### src/rtl/mem_phase_sequencer_if.sv
// Purpose: bundles the UART, processor and data-memory signals of the phase sequencer.
// Latency: none; wires only.
// Backpressure: none; the UART and processor pace the sequencer with done/over pulses.
interface mem_phase_sequencer_if #(
    parameter int ADDR_W = 18
);
    logic              rx_done;
    logic [7:0]        rx_data;
    logic              pro_wr;
    logic [ADDR_W-1:0] pro_addr;
    logic [7:0]        pro_dout;
    logic              pro_over;
    logic              tx_done;
    logic              dm_we;
    logic [ADDR_W-1:0] dm_addr;
    logic [7:0]        dm_din;
    logic              pro_hold;
    logic              tx_start;
    logic              rx_finish;
    logic              tx_finish;
    logic [1:0]        phase;

    modport master (
        output rx_done, rx_data, pro_wr, pro_addr, pro_dout, pro_over, tx_done,
        input  dm_we, dm_addr, dm_din, pro_hold, tx_start, rx_finish, tx_finish, phase
    );

    modport slave (
        input  rx_done, rx_data, pro_wr, pro_addr, pro_dout, pro_over, tx_done,
        output dm_we, dm_addr, dm_din, pro_hold, tx_start, rx_finish, tx_finish, phase
    );
endinterface

### src/rtl/mem_phase_sequencer.sv
// Purpose: owns the data-memory port through receive, process and transmit phases.
// Latency: RX write one cycle after rx_done; PROC writes pass through; TX fires two cycles after each step.
// Backpressure: none; TX waits for tx_done before the next byte, ignores stray pulses.
module mem_phase_sequencer #(
    parameter int ADDR_W   = 18,
    parameter int RX_COUNT = 65536,
    parameter int TX_COUNT = 16384,
    parameter int TX_BASE  = 0
) (
    input logic                   clk,
    input logic                   rst,
    mem_phase_sequencer_if.slave  bus
);
    typedef enum logic [1:0] {
        PH_RX   = 2'd0,
        PH_PROC = 2'd1,
        PH_TX   = 2'd2,
        PH_DONE = 2'd3
    } phase_t;

    typedef enum logic [1:0] {
        TX_SETUP = 2'd0,
        TX_FIRE  = 2'd1,
        TX_WAIT  = 2'd2
    } tx_state_t;

    localparam logic [ADDR_W:0]   RX_END    = (ADDR_W+1)'(RX_COUNT);
    localparam logic [ADDR_W:0]   TX_END    = (ADDR_W+1)'(TX_COUNT);
    localparam logic [ADDR_W-1:0] TX_BASE_A = ADDR_W'(TX_BASE);

    phase_t            phase;
    tx_state_t         tx_st;
    logic [ADDR_W:0]   rx_cnt;
    logic [ADDR_W:0]   tx_cnt;
    logic [ADDR_W:0]   tx_cnt_nxt;
    logic              wr_pend;
    logic [ADDR_W-1:0] wr_addr;
    logic [7:0]        wr_data;
    logic              tx_start_q;
    logic              rx_finish_q;
    logic              tx_finish_q;
    logic              rx_accept;

    // The counter saturates at RX_END, so late bytes are dropped rather than wrapping.
    assign rx_accept  = bus.rx_done && (rx_cnt != RX_END);
    assign tx_cnt_nxt = tx_cnt + 1'b1;

    always_ff @(posedge clk or posedge rst) begin
        if (rst) begin
            phase       <= PH_RX;
            tx_st       <= TX_SETUP;
            rx_cnt      <= '0;
            tx_cnt      <= '0;
            wr_pend     <= 1'b0;
            wr_addr     <= '0;
            wr_data     <= '0;
            tx_start_q  <= 1'b0;
            rx_finish_q <= 1'b0;
            tx_finish_q <= 1'b0;
        end else begin
            wr_pend    <= 1'b0;
            tx_start_q <= 1'b0;
            case (phase)
                PH_RX: begin
                    if (rx_accept) begin
                        wr_pend <= 1'b1;
                        wr_addr <= rx_cnt[ADDR_W-1:0];
                        wr_data <= bus.rx_data;
                        rx_cnt  <= rx_cnt + 1'b1;
                    end
                    // Reaching RX_END coincides with the final write cycle (or reset when empty).
                    if (rx_cnt == RX_END) begin
                        phase       <= PH_PROC;
                        rx_finish_q <= 1'b1;
                    end
                end
                PH_PROC: begin
                    if (bus.pro_over) begin
                        tx_cnt <= '0;
                        tx_st  <= TX_SETUP;
                        if (TX_END == '0) begin
                            phase       <= PH_DONE;
                            tx_finish_q <= 1'b1;
                        end else begin
                            phase <= PH_TX;
                        end
                    end
                end
                PH_TX: begin
                    case (tx_st)
                        TX_SETUP: begin
                            tx_st      <= TX_FIRE;
                            tx_start_q <= 1'b1;
                        end
                        TX_FIRE: begin
                            tx_st <= TX_WAIT;
                        end
                        TX_WAIT: begin
                            if (bus.tx_done) begin
                                tx_cnt <= tx_cnt_nxt;
                                if (tx_cnt_nxt == TX_END) begin
                                    phase       <= PH_DONE;
                                    tx_finish_q <= 1'b1;
                                end else begin
                                    tx_st <= TX_SETUP;
                                end
                            end
                        end
                        default: begin
                            tx_st <= TX_SETUP;
                        end
                    endcase
                end
                PH_DONE: begin
                    phase <= PH_DONE;
                end
            endcase
        end
    end

    logic              dm_we_c;
    logic [ADDR_W-1:0] dm_addr_c;
    logic [7:0]        dm_din_c;

    // The processor owns the memory port outright while it runs.
    always_comb begin
        dm_we_c   = 1'b0;
        dm_addr_c = '0;
        dm_din_c  = '0;
        case (phase)
            PH_RX: begin
                dm_we_c   = wr_pend;
                dm_addr_c = wr_addr;
                dm_din_c  = wr_data;
            end
            PH_PROC: begin
                dm_we_c   = bus.pro_wr;
                dm_addr_c = bus.pro_addr;
                dm_din_c  = bus.pro_dout;
            end
            PH_TX: begin
                dm_addr_c = TX_BASE_A + tx_cnt[ADDR_W-1:0];
            end
            default: begin
                dm_we_c = 1'b0;
            end
        endcase
    end

    assign bus.dm_we     = dm_we_c;
    assign bus.dm_addr   = dm_addr_c;
    assign bus.dm_din    = dm_din_c;
    assign bus.pro_hold  = (phase != PH_PROC);
    assign bus.tx_start  = tx_start_q;
    assign bus.rx_finish = rx_finish_q;
    assign bus.tx_finish = tx_finish_q;
    assign bus.phase     = phase;
endmodule

### src/flat_wrapper.sv
// flat-port wrapper written by rule: the top's interface ports become plain ports
module mem_phase_sequencer_flat 
#(
    parameter int ADDR_W   = 18,
    parameter int RX_COUNT = 65536,
    parameter int TX_COUNT = 16384,
    parameter int TX_BASE  = 0
)
  (clk, rst, bus_rx_done, bus_rx_data, bus_pro_wr, bus_pro_addr, bus_pro_dout, bus_pro_over, bus_tx_done, bus_dm_we, bus_dm_addr, bus_dm_din, bus_pro_hold, bus_tx_start, bus_rx_finish, bus_tx_finish, bus_phase);
  mem_phase_sequencer_if #(.ADDR_W(ADDR_W)) bus_i ();
  input logic clk;
  input logic rst;
  input wire logic [$bits(bus_i.rx_done)-1:0] bus_rx_done;
  input wire logic [$bits(bus_i.rx_data)-1:0] bus_rx_data;
  input wire logic [$bits(bus_i.pro_wr)-1:0] bus_pro_wr;
  input wire logic [$bits(bus_i.pro_addr)-1:0] bus_pro_addr;
  input wire logic [$bits(bus_i.pro_dout)-1:0] bus_pro_dout;
  input wire logic [$bits(bus_i.pro_over)-1:0] bus_pro_over;
  input wire logic [$bits(bus_i.tx_done)-1:0] bus_tx_done;
  output wire logic [$bits(bus_i.dm_we)-1:0] bus_dm_we;
  output wire logic [$bits(bus_i.dm_addr)-1:0] bus_dm_addr;
  output wire logic [$bits(bus_i.dm_din)-1:0] bus_dm_din;
  output wire logic [$bits(bus_i.pro_hold)-1:0] bus_pro_hold;
  output wire logic [$bits(bus_i.tx_start)-1:0] bus_tx_start;
  output wire logic [$bits(bus_i.rx_finish)-1:0] bus_rx_finish;
  output wire logic [$bits(bus_i.tx_finish)-1:0] bus_tx_finish;
  output wire logic [$bits(bus_i.phase)-1:0] bus_phase;
  assign bus_i.rx_done = bus_rx_done;
  assign bus_i.rx_data = bus_rx_data;
  assign bus_i.pro_wr = bus_pro_wr;
  assign bus_i.pro_addr = bus_pro_addr;
  assign bus_i.pro_dout = bus_pro_dout;
  assign bus_i.pro_over = bus_pro_over;
  assign bus_i.tx_done = bus_tx_done;
  assign bus_dm_we = bus_i.dm_we;
  assign bus_dm_addr = bus_i.dm_addr;
  assign bus_dm_din = bus_i.dm_din;
  assign bus_pro_hold = bus_i.pro_hold;
  assign bus_tx_start = bus_i.tx_start;
  assign bus_rx_finish = bus_i.rx_finish;
  assign bus_tx_finish = bus_i.tx_finish;
  assign bus_phase = bus_i.phase;
  mem_phase_sequencer #(.ADDR_W(ADDR_W), .RX_COUNT(RX_COUNT), .TX_COUNT(TX_COUNT), .TX_BASE(TX_BASE)) u_core (.clk(clk), .rst(rst), .bus(bus_i));
endmodule
### config.mk
export PLATFORM = sky130hd
export DESIGN_NAME = mem_phase_sequencer_flat
export DESIGN_NICKNAME = d
export VERILOG_FILES = /design/src/rtl/mem_phase_sequencer_if.sv /design/src/rtl/mem_phase_sequencer.sv /design/src/flat_wrapper.sv
export SDC_FILE = /design/constraint.sdc
export NUM_CORES = 1
export LEC_CHECK = 0
export BUFFER_PORTS_ARGS = -buffer_cell sky130_fd_sc_hd__buf_2
export CAP_MARGIN = 20
export CORE_AREA = 2 2 119 121
export DETAILED_ROUTE_END_ITERATION = 8
export DIE_AREA = 0 0 121 123
export PLACE_DENSITY_LB_ADDON = 0.25
export SETUP_SLACK_MARGIN = 0.3
export SYNTH_ARGS = -nofsm -noshare
export SYNTH_HDL_FRONTEND = slang
export SYNTH_SLANG_ARGS = --single-unit
### constraint.sdc
create_clock -name clk -period 5.8 [get_ports clk]
set_clock_uncertainty 0.1 [all_clocks]
set_input_delay 0.58 -clock clk [delete_from_list [all_inputs] [get_ports clk]]
set_output_delay 0.58 -clock clk [all_outputs]
set_load 0.01 [all_outputs]
==> impl_metrics.py, run 1 <==
metrics = {
    "status": {
        "status": "finished clean",
    },
    "cts": {
        "count_of_h_tree_levels_built_during_cts": 3,
        "clock_path_buffers": 2,
        "post_cts.resized_instances": 0,
        "postCtsHoldBufs": 0,
        "clk_latency_ps": 330,
        "numClockSinks": 72,
        "clock_tree_from_tritoncts": "done",
        "post_cts_buffers": 0,
        "tritoncts.num_buffers": 9,
        "cts.clk_slew.worst_paths_ps": 60,
        "clock-root-buffer": "sky130_fd_sc_hd__clkbuf_16",
    },
    "synthesis": {
        "synth.yosys.seq_area_share": 0.4480,
        "synth_largest_type_area_fraction": 0.4480,
        "yosysWarningCount": 0,
        "synth_simple_gate_area_share": 0.2122,
        "synthTopCellsByCount": "sky130_fd_sc_hd__nand2_1, sky130_fd_sc_hd__dfrtp_1, sky130_fd_sc_hd__o21ai_0",
        "synthDistinctLibCells": 53,
        "postSynth.topFlopCell": "sky130_fd_sc_hd__dfrtp_1",
        "syn_area_sq_mm": 0.004021,
        "synth.area.top_cells": "sky130_fd_sc_hd__dfrtp_1, sky130_fd_sc_hd__nand2_1, sky130_fd_sc_hd__mux2i_1",
        "post_synth_xor_area_fraction": 0.04792,
        "synth_adder_area_share": 0.01245,
        "post_synth_mux_area_share": 0.1145,
        "synthDominantAreaCellType": "sky130_fd_sc_hd__dfrtp_1",
        "synth_cells": 431,
        "yosys.cell_count.top_type": "sky130_fd_sc_hd__nand2_1",
        "number_of_enable_flip_flop_cells_after_synthesis": 0,
        "synth_compound_gate_area_share": 0.1238,
        "synth_area_per_cell_sq_um": 9.330,
        "combinational_family_with_the_most_area_after_synthesis": "simple AND/OR/NAND/NOR gates",
        "synth-seq-cells": 72,
        "syn-num-nets": 475,
        "fraction_of_registers_with_async_set_reset": 1.000,
    },
    "min_path": {
        "min-delay-path-class": "input pin to register",
    },
    "sta": {
        "worst-slew-pin-transition_ps": 966.9,
        "relSlewSlack": 0.3554,
        "finalHoldViolations": 0,
        "fin_tns_setup_ps": 0,
        "slew_viol_final": 0,
        "timing.final.setup_violations": 0,
        "layout_min_cycle_time_ps": 2765,
        "setup_repair_after_global_routing_missed_its_margin": "no",
        "fmax_mhz": 361.7,
        "crit_share_post_route": 0.4767,
    },
    "worst_setup_path": {
        "worstSetupStartpointType": "register",
        "setup.worst_path.end": "bus_dm_addr[12]",
        "timing.rr.end": "u_core.tx_cnt[2]",
        "cp_data_required_time_ps": 5120,
        "setup.worst_path.end_class": "primary output",
        "ff2ff_path_depth": 7,
        "crit_arrival_ps": 2080,
        "worst_path_max_fanout": 37,
        "timing.reg2reg.setup_slack_ps": 3070,
        "r2r_start": "u_core.bus.phase[0]",
        "setup.worst_path.class": "register to primary output",
        "crit_path_start": "u_core.bus.phase[0]",
    },
    "die": {
        "die_h_um": 123,
        "placement_rows": 43,
        "ioPinCount": 73,
        "core_area_sq_mm": 0.01361,
        "die_width_um": 121,
        "start_util": 0.2954,
        "die_area_sq_mm": 0.01488,
    },
    "global_routing": {
        "global_route.overflow_total": 0,
        "grt_pass1_wl_um": 16480,
        "grt_antenna_before_repair": 0,
        "first_global_vias": 3262,
        "grt_max_degree": 73,
        "gr_util_all_layers": 0.1418,
    },
    "placed_design": {
        "portBuffers": 72,
        "dp_hpwl_um": 7208,
        "finalWeightedCongestion": 0.7838,
    },
    "power": {
        "power-per-cell-area_mw_per_mm2": 273.2,
        "peakVddDrop_v": 0.0001524,
        "static_power_due_to_leakage_nw": 2.205,
    },
    "routing": {
        "remaining_drc_errors": 0,
        "final_routed_wire_length_divided_by_cell_count_um": 15.04,
        "dr_total_vias": 3329,
        "routed_via_density": 4.932,
        "count_of_tritonroute_iterations_in_the_first_routing_pass": 4,
        "drtAntennaViolNets": 0,
        "drt_wl_total_um": 10150,
        "drt_first_iter_violations": 145,
    },
    "finish": {
        "final_core_utilization": 0.3543,
        "multi_input_comb_area_sq_mm": 0.002054,
        "register_area_sq_mm": 0.001803,
        "drive_gt1_frac": 0.2101,
        "final_net_count": 535,
        "area_delta_synth_final_pct": 19.91,
        "total_inserted_antenna_cells": 0,
        "filler_cell_count": 1369,
    },
    "flow_run": {
        "max_cap_viol_count": 0,
    },
}
## final cells by class
class | count | area share
Sequential cell | 72 | 0.3739
Inverter | 7 | 0.005449
Clock buffer | 11 | 0.05034
Tap cell | 180 | 0.04670
Multi-Input combinational cell | 323 | 0.4261
Clock inverter | 4 | 0.009341
Timing Repair Buffer | 78 | 0.08822
## critical path: stages (launching register included)
cell and delay, ps:
sky130_fd_sc_hd__dfrtp_2 1000, sky130_fd_sc_hd__mux2i_1 220, sky130_fd_sc_hd__o22ai_1 320, sky130_fd_sc_hd__buf_2 200
## where the power goes
group / switching [W] / internal [W] / total, W
clock: 0.000210 / 0.000340 / 0.000550
sequential: 0.0000480 / 0.000549 / 0.000597
combinational: 0.0000909 / 0.0000797 / 0.000171
total: 0.000349 / 0.000969 / 0.00132
## layout by cell type (no fill, tap or decap), types with 2 or more instances in the layout
cell type | netlist | layout
sky130_fd_sc_hd__a21oi_1 | 9 | 9
sky130_fd_sc_hd__a31oi_1 | 8 | 8
sky130_fd_sc_hd__and2_1 | 2 | 2
sky130_fd_sc_hd__and3_1 | 5 | 5
sky130_fd_sc_hd__and4_1 | 2 | 2
sky130_fd_sc_hd__buf_2 | 6 | 72
sky130_fd_sc_hd__buf_4 | 4 | 5
sky130_fd_sc_hd__clkbuf_16 | 0 | 9
sky130_fd_sc_hd__clkinv_2 | 0 | 3
sky130_fd_sc_hd__dfrtp_1 | 72 | 71
sky130_fd_sc_hd__ha_1 | 4 | 4
sky130_fd_sc_hd__inv_1 | 6 | 5
sky130_fd_sc_hd__inv_2 | 1 | 2
sky130_fd_sc_hd__mux2_1 | 16 | 16
sky130_fd_sc_hd__mux2i_1 | 28 | 28
sky130_fd_sc_hd__nand2_1 | 75 | 75
sky130_fd_sc_hd__nand2b_1 | 2 | 2
sky130_fd_sc_hd__nand3_1 | 20 | 20
sky130_fd_sc_hd__nand4_1 | 8 | 8
sky130_fd_sc_hd__nor2_1 | 26 | 26
sky130_fd_sc_hd__nor2b_1 | 2 | 2
sky130_fd_sc_hd__nor3_1 | 8 | 8
sky130_fd_sc_hd__nor4_1 | 4 | 4
sky130_fd_sc_hd__nor4_4 | 2 | 2
sky130_fd_sc_hd__o211ai_1 | 2 | 2
sky130_fd_sc_hd__o21ai_0 | 34 | 34
sky130_fd_sc_hd__o21ai_1 | 15 | 15
sky130_fd_sc_hd__o31ai_1 | 4 | 4
sky130_fd_sc_hd__o41ai_1 | 2 | 2
sky130_fd_sc_hd__or3_1 | 2 | 2
sky130_fd_sc_hd__or4_1 | 2 | 2
sky130_fd_sc_hd__xnor2_1 | 18 | 18
sky130_fd_sc_hd__xor2_1 | 4 | 4
## registers in the layout, indices dropped and copies added (netlist names)
name                  flops
u_core.bus.rx_finish      1
u_core.bus.tx_finish      1
u_core.bus.phase          2
u_core.wr_pend            1
u_core.tx_cnt            19
u_core.bus.tx_start       1
u_core.wr_data            8
u_core.rx_cnt            19
u_core.tx_st              2
u_core.wr_addr           18
## per-stage QoR
stage | instances | power, W | setup slack [ps] | hold WS [ps] | cell area (sq um)
2_1_floorplan | 431 | 0.0007011 | 3295 | 345.0 | 4021
3_3_place_gp | 659 | 0.0007730 | 3045 | 341.7 | 4507
3_5_place_dp | 659 | 0.0007782 | 2915 | 365.5 | 4507
4_1_cts | 674 | 0.001331 | 2899 | 334.9 | 4795
5_1_grt | 675 | 0.001378 | 2781 | 367.9 | 4822
6_report | 675 | 0.001318 | 3035 | 338.9 | 4822
## cells by family (layout without fill, tap and decap cells)
kind of cell / after synthesis / count (layout)
simple gates: 169 / 169
fa+ha+maj: 4 / 4
mux: 44 / 44
xor+xnor: 22 / 22
compound gates: 84 / 84
flops: 72 / 72
buf+inv: 36 / 100
## worst min path at each step
| stage | startpoint | end | cells past startpoint |
|---|---|---|---|
| global route | bus_rx_data[3] | u_core.wr_data[3] | 3 |
| floorplan | u_core.wr_data[0] | u_core.wr_data[0] | 2 |
| global placement | u_core.bus.rx_finish | u_core.bus.rx_finish | 1 |
| CTS | bus_rx_data[0] | u_core.wr_data[0] | 3 |
| finish | bus_rx_data[0] | u_core.wr_data[0] | 3 |
| detailed placement | u_core.bus.rx_finish | u_core.bus.rx_finish | 1 |
## metal layers
metal	up-vias	part of all wire	track usage
met2	60	0.50	0.2367
met4	0	0.015	0.05959
met1	1617	0.46	0.1862
met5	-	0	0
met3	13	0.027	0.01753
li1	1639	-	-
No activity file was read; power rests on OpenSTA's default activity.
==> run 2, diff against run 1 <==
clock period = 2.8 ns   (was 5.8 ns; I/O delays follow)
==> impl_metrics.py, run 2 (synthesized netlist as in run 1, its figures left out) <==
metrics = {
    "cts": {
        "count_of_h_tree_levels_built_during_cts": 3,
        "clock-root-buffer": "sky130_fd_sc_hd__clkbuf_16",
        "tritoncts.num_buffers": 9,
        "numClockSinks": 72,
        "clock_tree_from_tritoncts": "done",
        "clk_latency_ps": 330,
        "clock_path_buffers": 2,
        "cts.clk_slew.worst_paths_ps": 60,
    },
    "finish": {
        "filler_cell_count": 1415,
        "post-route-cell-area_sq_mm": 0.004857,
        "biggestRegsByFlops": "u_core.rx_cnt x19, u_core.tx_cnt x19, u_core.wr_addr x18",
        "drive_gt1_frac": 0.2251,
        "final_net_count": 541,
        "final_cell_mix": "sky130_fd_sc_hd__nand2_1, sky130_fd_sc_hd__buf_2, sky130_fd_sc_hd__dfrtp_1, sky130_fd_sc_hd__o21ai_0, sky130_fd_sc_hd__mux2i_1",
        "final-instance-count-excl-fill": 682,
        "most_common_library_cell_in_the_layout_ignoring_fill_and_taps": "sky130_fd_sc_hd__nand2_1",
        "total_inserted_antenna_cells": 0,
        "area_delta_synth_final_pct": 20.78,
    },
    "placed_design": {
        "place_inst": 665,
        "finalWeightedCongestion": 0.7848,
        "dp_hpwl_um": 7557,
        "portBuffers": 72,
        "post_dp_cell_area_sq_mm": 0.004552,
    },
    "worst_setup_path": {
        "setup.worst_path.class": "register to register",
        "r2r_start": "u_core.rx_cnt[0]",
        "ff2ff_path_depth": 8,
        "timing.rr.end": "u_core.rx_cnt[12]",
        "crit_arrival_ps": 2460,
        "worstSetupStartpointType": "register",
        "timing.reg2reg.setup_slack_ps": 460,
        "setup.worst_path.end_class": "register",
        "cp_data_required_time_ps": 2920,
        "worst_path_max_fanout": 6,
    },
    "global_routing": {
        "first_global_vias": 3258,
        "global_route.overflow_total": 0,
        "gr_util_all_layers": 0.1445,
        "met1_global_route_usage": 0.1986,
        "grt_max_degree": 35,
        "globalRoute.busiestLayer": "met2",
        "globalRouteMet2Util": 0.2286,
        "grt_pass1_wl_um": 16880,
        "grt_antenna_before_repair": 0,
        "grt.met3_usage": 0.02675,
    },
    "power": {
        "peakVddDrop_v": 0.0002908,
        "power.switching_w": 0.0007219,
        "p_int_w": 0.001949,
        "static_power_due_to_leakage_nw": 2.226,
        "power_frac_clock": 0.405,
        "sequentialPowerShare": 0.461,
        "power-per-cell-area_mw_per_mm2": 550.0,
        "switching_share": 0.2702,
        "comb_power_share": 0.134,
    },
    "status": {
        "status": "finished with violations",
        "failed_checks": "negative hold slack",
    },
    "die": {
        "die_area_sq_mm": 0.01488,
        "placement_rows": 43,
        "ioPinCount": 73,
        "die_h_um": 123,
        "start_util": 0.2954,
        "core_area_sq_mm": 0.01361,
        "die_width_um": 121,
    },
    "sta": {
        "worst-slew-pin-transition_ps": 727.0,
        "fin_tns_setup_ps": 0,
        "finalHoldViolations": 32,
        "timing.final.setup_violations": 0,
        "fmax_mhz": 426.8,
        "setup_repair_after_global_routing_missed_its_margin": "yes",
        "crit_share_post_route": 0.8368,
        "hold_ws_ps": -34.12,
        "relSlewSlack": 0.5146,
        "layout_min_cycle_time_ps": 2343,
        "slew_viol_final": 0,
    },
    "routing": {
        "remaining_drc_errors": 0,
        "drt_wl_total_um": 10190,
        "drtAntennaViolNets": 0,
        "final_routed_wire_length_divided_by_cell_count_um": 14.94,
        "routed_via_density": 4.887,
        "count_of_tritonroute_iterations_in_the_first_routing_pass": 4,
        "dr_total_vias": 3333,
        "drt_first_iter_violations": 182,
    },
    "flow_run": {
        "max_cap_viol_count": 0,
    },
    "min_path": {
        "min-delay-path-class": "input pin to asynchronous set/reset pin",
    },
}
## run 2: changes by cell type in the layout (fill, tap and decap cells not counted), sizes merged
cell / before / now
buf: 78 / 84
bufinv: 1 / 0
clkinv: 3 / 4
clkinvlp: 0 / 1
## run 2: final cells by class
cell class              count  area (sq um)  area share
multi-input cells         323          2061      0.4243
flip-flops and latches     72          1803      0.3712
repair buffers             84         457.9     0.09428
clock buffers              11         252.7     0.05203
well taps                 180         225.2     0.04637
clock inverters             5         31.28    0.006440
inverters                   7         26.28    0.005410
## run 2: how the worst max path moves through the flow
stage | start | to | slack [ps] | depth (start not counted)
detailed placement | u_core.rx_cnt[1] | u_core.wr_addr[8] | 390 | 7
floorplan | rst | u_core.bus.phase[0] | 600 | 1
CTS | u_core.rx_cnt[1] | u_core.wr_addr[8] | 360 | 7
global route | u_core.rx_cnt[0] | u_core.rx_cnt[4] | 280 | 9
finish | u_core.rx_cnt[0] | u_core.rx_cnt[12] | 460 | 8
global placement | u_core.rx_cnt[1] | u_core.wr_addr[6] | 410 | 7
## run 2: critical path, stage by stage (launching register included)
cell and delay (ps):
sky130_fd_sc_hd__dfrtp_1 410, sky130_fd_sc_hd__inv_1 80, sky130_fd_sc_hd__ha_1 210, sky130_fd_sc_hd__nor4bb_2 170, sky130_fd_sc_hd__nand3_1 180, sky130_fd_sc_hd__o211ai_4 150
sky130_fd_sc_hd__nor4_2 580, sky130_fd_sc_hd__nand4_1 200, sky130_fd_sc_hd__xnor2_1 150
## run 2: repair_timing
action / CTS / global route
setup endpoints to repair: 0 / 32
hold buffers: 0 / 0
endpoints found under the hold margin: 0 / 0
resized for setup: 0 / 3
setup buffers: 0 / 1
## run 2: power groups by stage
stage	clock network [W]	logic [W]	registers [W]
finish	0.00108	0.000359	0.00123
global route	0.00115	0.000421	0.00125
CTS	0.00111	0.000367	0.00123
detailed placement	0	0.000364	0.00125
global placement	0	0.000361	0.00125
floorplan	0	0.000234	0.00122
## run 2: metal layers
metal / vias up / wire, um
met5: - / 0
met4: 0 / 163
met3: 13 / 315
met2: 51 / 4947
met1: 1613 / 4763
li1: 1656 / -
## run 2: metrics by stage
step / setup WS (ps) / utilization / hold WS [ps] / total power [W]
after global placement: 410.6 / 0.3344 / 351.3 / 0.001608
final: 457.0 / 0.3568 / -34.12 / 0.002671
after floorplan: 595.1 / - / 285.4 / 0.001452
after CTS: 355.1 / 0.3553 / 0.6767 / 0.002706
after detailed placement: 389.9 / 0.3344 / 361.4 / 0.001614
after global routing: 284.0 / 0.3568 / 31.12 / 0.002820
==> run 3, diff against run 2 <==
clock period = 2.2 ns   (was 2.8 ns; I/O delays follow)
==> impl_metrics.py, run 3 (synthesized netlist as in run 1, its figures left out) <==
metrics = {
    "status": {
        "status": "finished clean",
    },
    "routing": {
        "count_of_tritonroute_iterations_in_the_first_routing_pass": 4,
        "routed_via_density": 5.064,
        "final_routed_wire_length_divided_by_cell_count_um": 16.48,
        "drt_wl_total_um": 12540,
        "drtAntennaViolNets": 0,
        "dr_total_vias": 3854,
        "drt_first_iter_violations": 162,
        "remaining_drc_errors": 0,
    },
    "worst_setup_path": {
        "setup.worst_path.class": "register to register",
        "worstSetupStartpointType": "register",
        "worstPathBufferInverterCount": 3,
        "crit_path_cell_trace": "inv_2, ha_4, nor4bb_4, nand3_2, o211ai_4, buf_6, buf_6, mux2_4",
        "cp_data_required_time_ps": 2320,
        "r2r_start": "u_core.rx_cnt[1]",
        "crit_path_slowest_cell": "sky130_fd_sc_hd__dfrtp_1",
        "setup.worst_path.end_class": "register",
        "crit_path_frequent_cell": "sky130_fd_sc_hd__buf_6",
        "crit_path_start": "u_core.rx_cnt[1]",
        "cp_top_family": "buffers and inverters",
        "timing.critical_path.slowest_cell_delay_ps": 390,
        "worst_path_max_fanout": 8,
        "crit_arrival_ps": 2170,
    },
    "sta": {
        "slew_viol_final": 0,
        "crit_share_post_route": 0.9327,
        "relSlewSlack": 0.7587,
        "worst-slew-pin-transition_ps": 362.0,
        "fin_tns_setup_ps": 0,
        "layout_min_cycle_time_ps": 2052,
        "fmax_mhz": 487.3,
        "finalHoldViolations": 0,
        "timing.final.setup_violations": 0,
        "setup_repair_after_global_routing_missed_its_margin": "yes",
    },
    "power": {
        "power-per-cell-area_mw_per_mm2": 626.0,
        "peakVddDrop_v": 0.0004811,
        "static_power_due_to_leakage_nw": 2.858,
    },
    "finish": {
        "drive_gt1_frac": 0.4509,
        "biggestRegsByFlops": "u_core.rx_cnt x19, u_core.tx_cnt x19, u_core.wr_addr x18",
        "total_inserted_antenna_cells": 0,
        "final_cell_mix": "sky130_fd_sc_hd__buf_2, sky130_fd_sc_hd__dfrtp_1, sky130_fd_sc_hd__buf_4, sky130_fd_sc_hd__nand2_1, sky130_fd_sc_hd__mux2i_1",
        "final-instance-count-excl-fill": 761,
        "post-route-cell-area_sq_mm": 0.006086,
        "area_delta_synth_final_pct": 51.34,
        "most_common_library_cell_in_the_layout_ignoring_fill_and_taps": "sky130_fd_sc_hd__buf_2",
        "final_net_count": 623,
        "filler_cell_count": 1236,
    },
    "cts": {
        "clk_latency_ps": 340,
        "clock_path_buffers": 2,
        "tritoncts.num_buffers": 9,
        "cts.clk_slew.worst_paths_ps": 50,
        "count_of_h_tree_levels_built_during_cts": 3,
        "clock-root-buffer": "sky130_fd_sc_hd__clkbuf_16",
        "clock_tree_from_tritoncts": "done",
        "numClockSinks": 72,
    },
    "placed_design": {
        "dp_hpwl_um": 7967,
        "post_dp_cell_area_sq_mm": 0.004860,
        "place_inst": 695,
        "finalWeightedCongestion": 0.7905,
        "portBuffers": 72,
    },
    "die": {
        "die_width_um": 121,
        "start_util": 0.2954,
        "die_area_sq_mm": 0.01488,
        "ioPinCount": 73,
        "core_area_sq_mm": 0.01361,
        "placement_rows": 43,
        "die_h_um": 123,
    },
    "min_path": {
        "min-delay-path-class": "input pin to register",
        "hold_path.startpoint": "bus_pro_over",
    },
    "global_routing": {
        "grt_antenna_before_repair": 0,
        "grt_pass1_wl_um": 18920,
        "global_route.overflow_total": 0,
        "gr_util_all_layers": 0.1633,
        "first_global_vias": 3709,
        "grt_max_degree": 43,
    },
    "flow_run": {
        "max_cap_viol_count": 0,
    },
}
## run 3: cell count changes in the layout (fill, tap and decap cells not counted), sizes merged
cell,previous run,this run
inv,7,6
clkbuf,11,14
bufinv,0,1
clkinv,4,0
dlygate4sd3,0,9
bufbuf,0,1
buf,84,154
## run 3: power by group
| part | total, W | leakage (nW) | internal (W) | switching [W] |
|---|---|---|---|---|
| Combinational | 0.000848 | 1.77 | 0.000454 | 0.000394 |
| Clock | 0.00142 | 0.135 | 0.000890 | 0.000529 |
| Sequential | 0.00154 | 0.954 | 0.00145 | 0.0000938 |
## run 3: cell type report
type	instances	area, sq um	share of cell area
multi-input cells	323	2431	0.3995
flip-flops and latches	72	1813	0.2979
repair buffers	166	1303	0.2140
clock buffers	12	246.5	0.04050
well taps	180	225.2	0.03701
inverters	7	37.54	0.006168
clock inverters	1	30.03	0.004934
## run 3: final timing paths
check                                        to  slack, ps  cells past startpoint
max                          u_core.wr_addr[13]        150                      8
min                         u_core.bus.phase[1]         90                      3
max reg2reg                  u_core.wr_addr[13]        150                      8
min reg2reg                u_core.bus.rx_finish        360                      1
max in group asynchronous   u_core.bus.phase[1]       1180                      4
min in group asynchronous     u_core.tx_cnt[18]        230                      3
## run 3: what timing repair did
item,CTS,global route
hold buffers,9,0
gates resized for setup,48,86
cloned,3,3
endpoints found under the hold margin,53,0
buffers inserted,17,21
setup endpoints to repair,69,79
pin swaps,18,36
## run 3: tightest hold or removal path, stage by stage
cell and delay, ps:
sky130_fd_sc_hd__buf_2 80, sky130_fd_sc_hd__nand2_1 100, sky130_fd_sc_hd__nand2b_1 90
## run 3: routing by layer
layer,track usage,routed length (um)
met5,0,0
met2,0.2728,6606
met3,0.02352,337
met1,0.2046,5304
met4,0.08794,296
## run 3: through the flow
| stage | setup slack, ps | hold WS [ps] | power (W) | utilization |
|---|---|---|---|---|
| 2_1_floorplan | 173.0 | 225.4 | 0.001886 | - |
| 3_3_place_gp | 65.45 | 37.33 | 0.002159 | 0.3570 |
| 3_5_place_dp | 5.115 | 39.47 | 0.002161 | 0.3570 |
| 4_1_cts | 196.1 | 75.72 | 0.003661 | 0.4092 |
| 5_1_grt | 58.98 | 118.5 | 0.003987 | 0.4471 |
| 6_report | 148.1 | 89.99 | 0.003810 | 0.4471 |
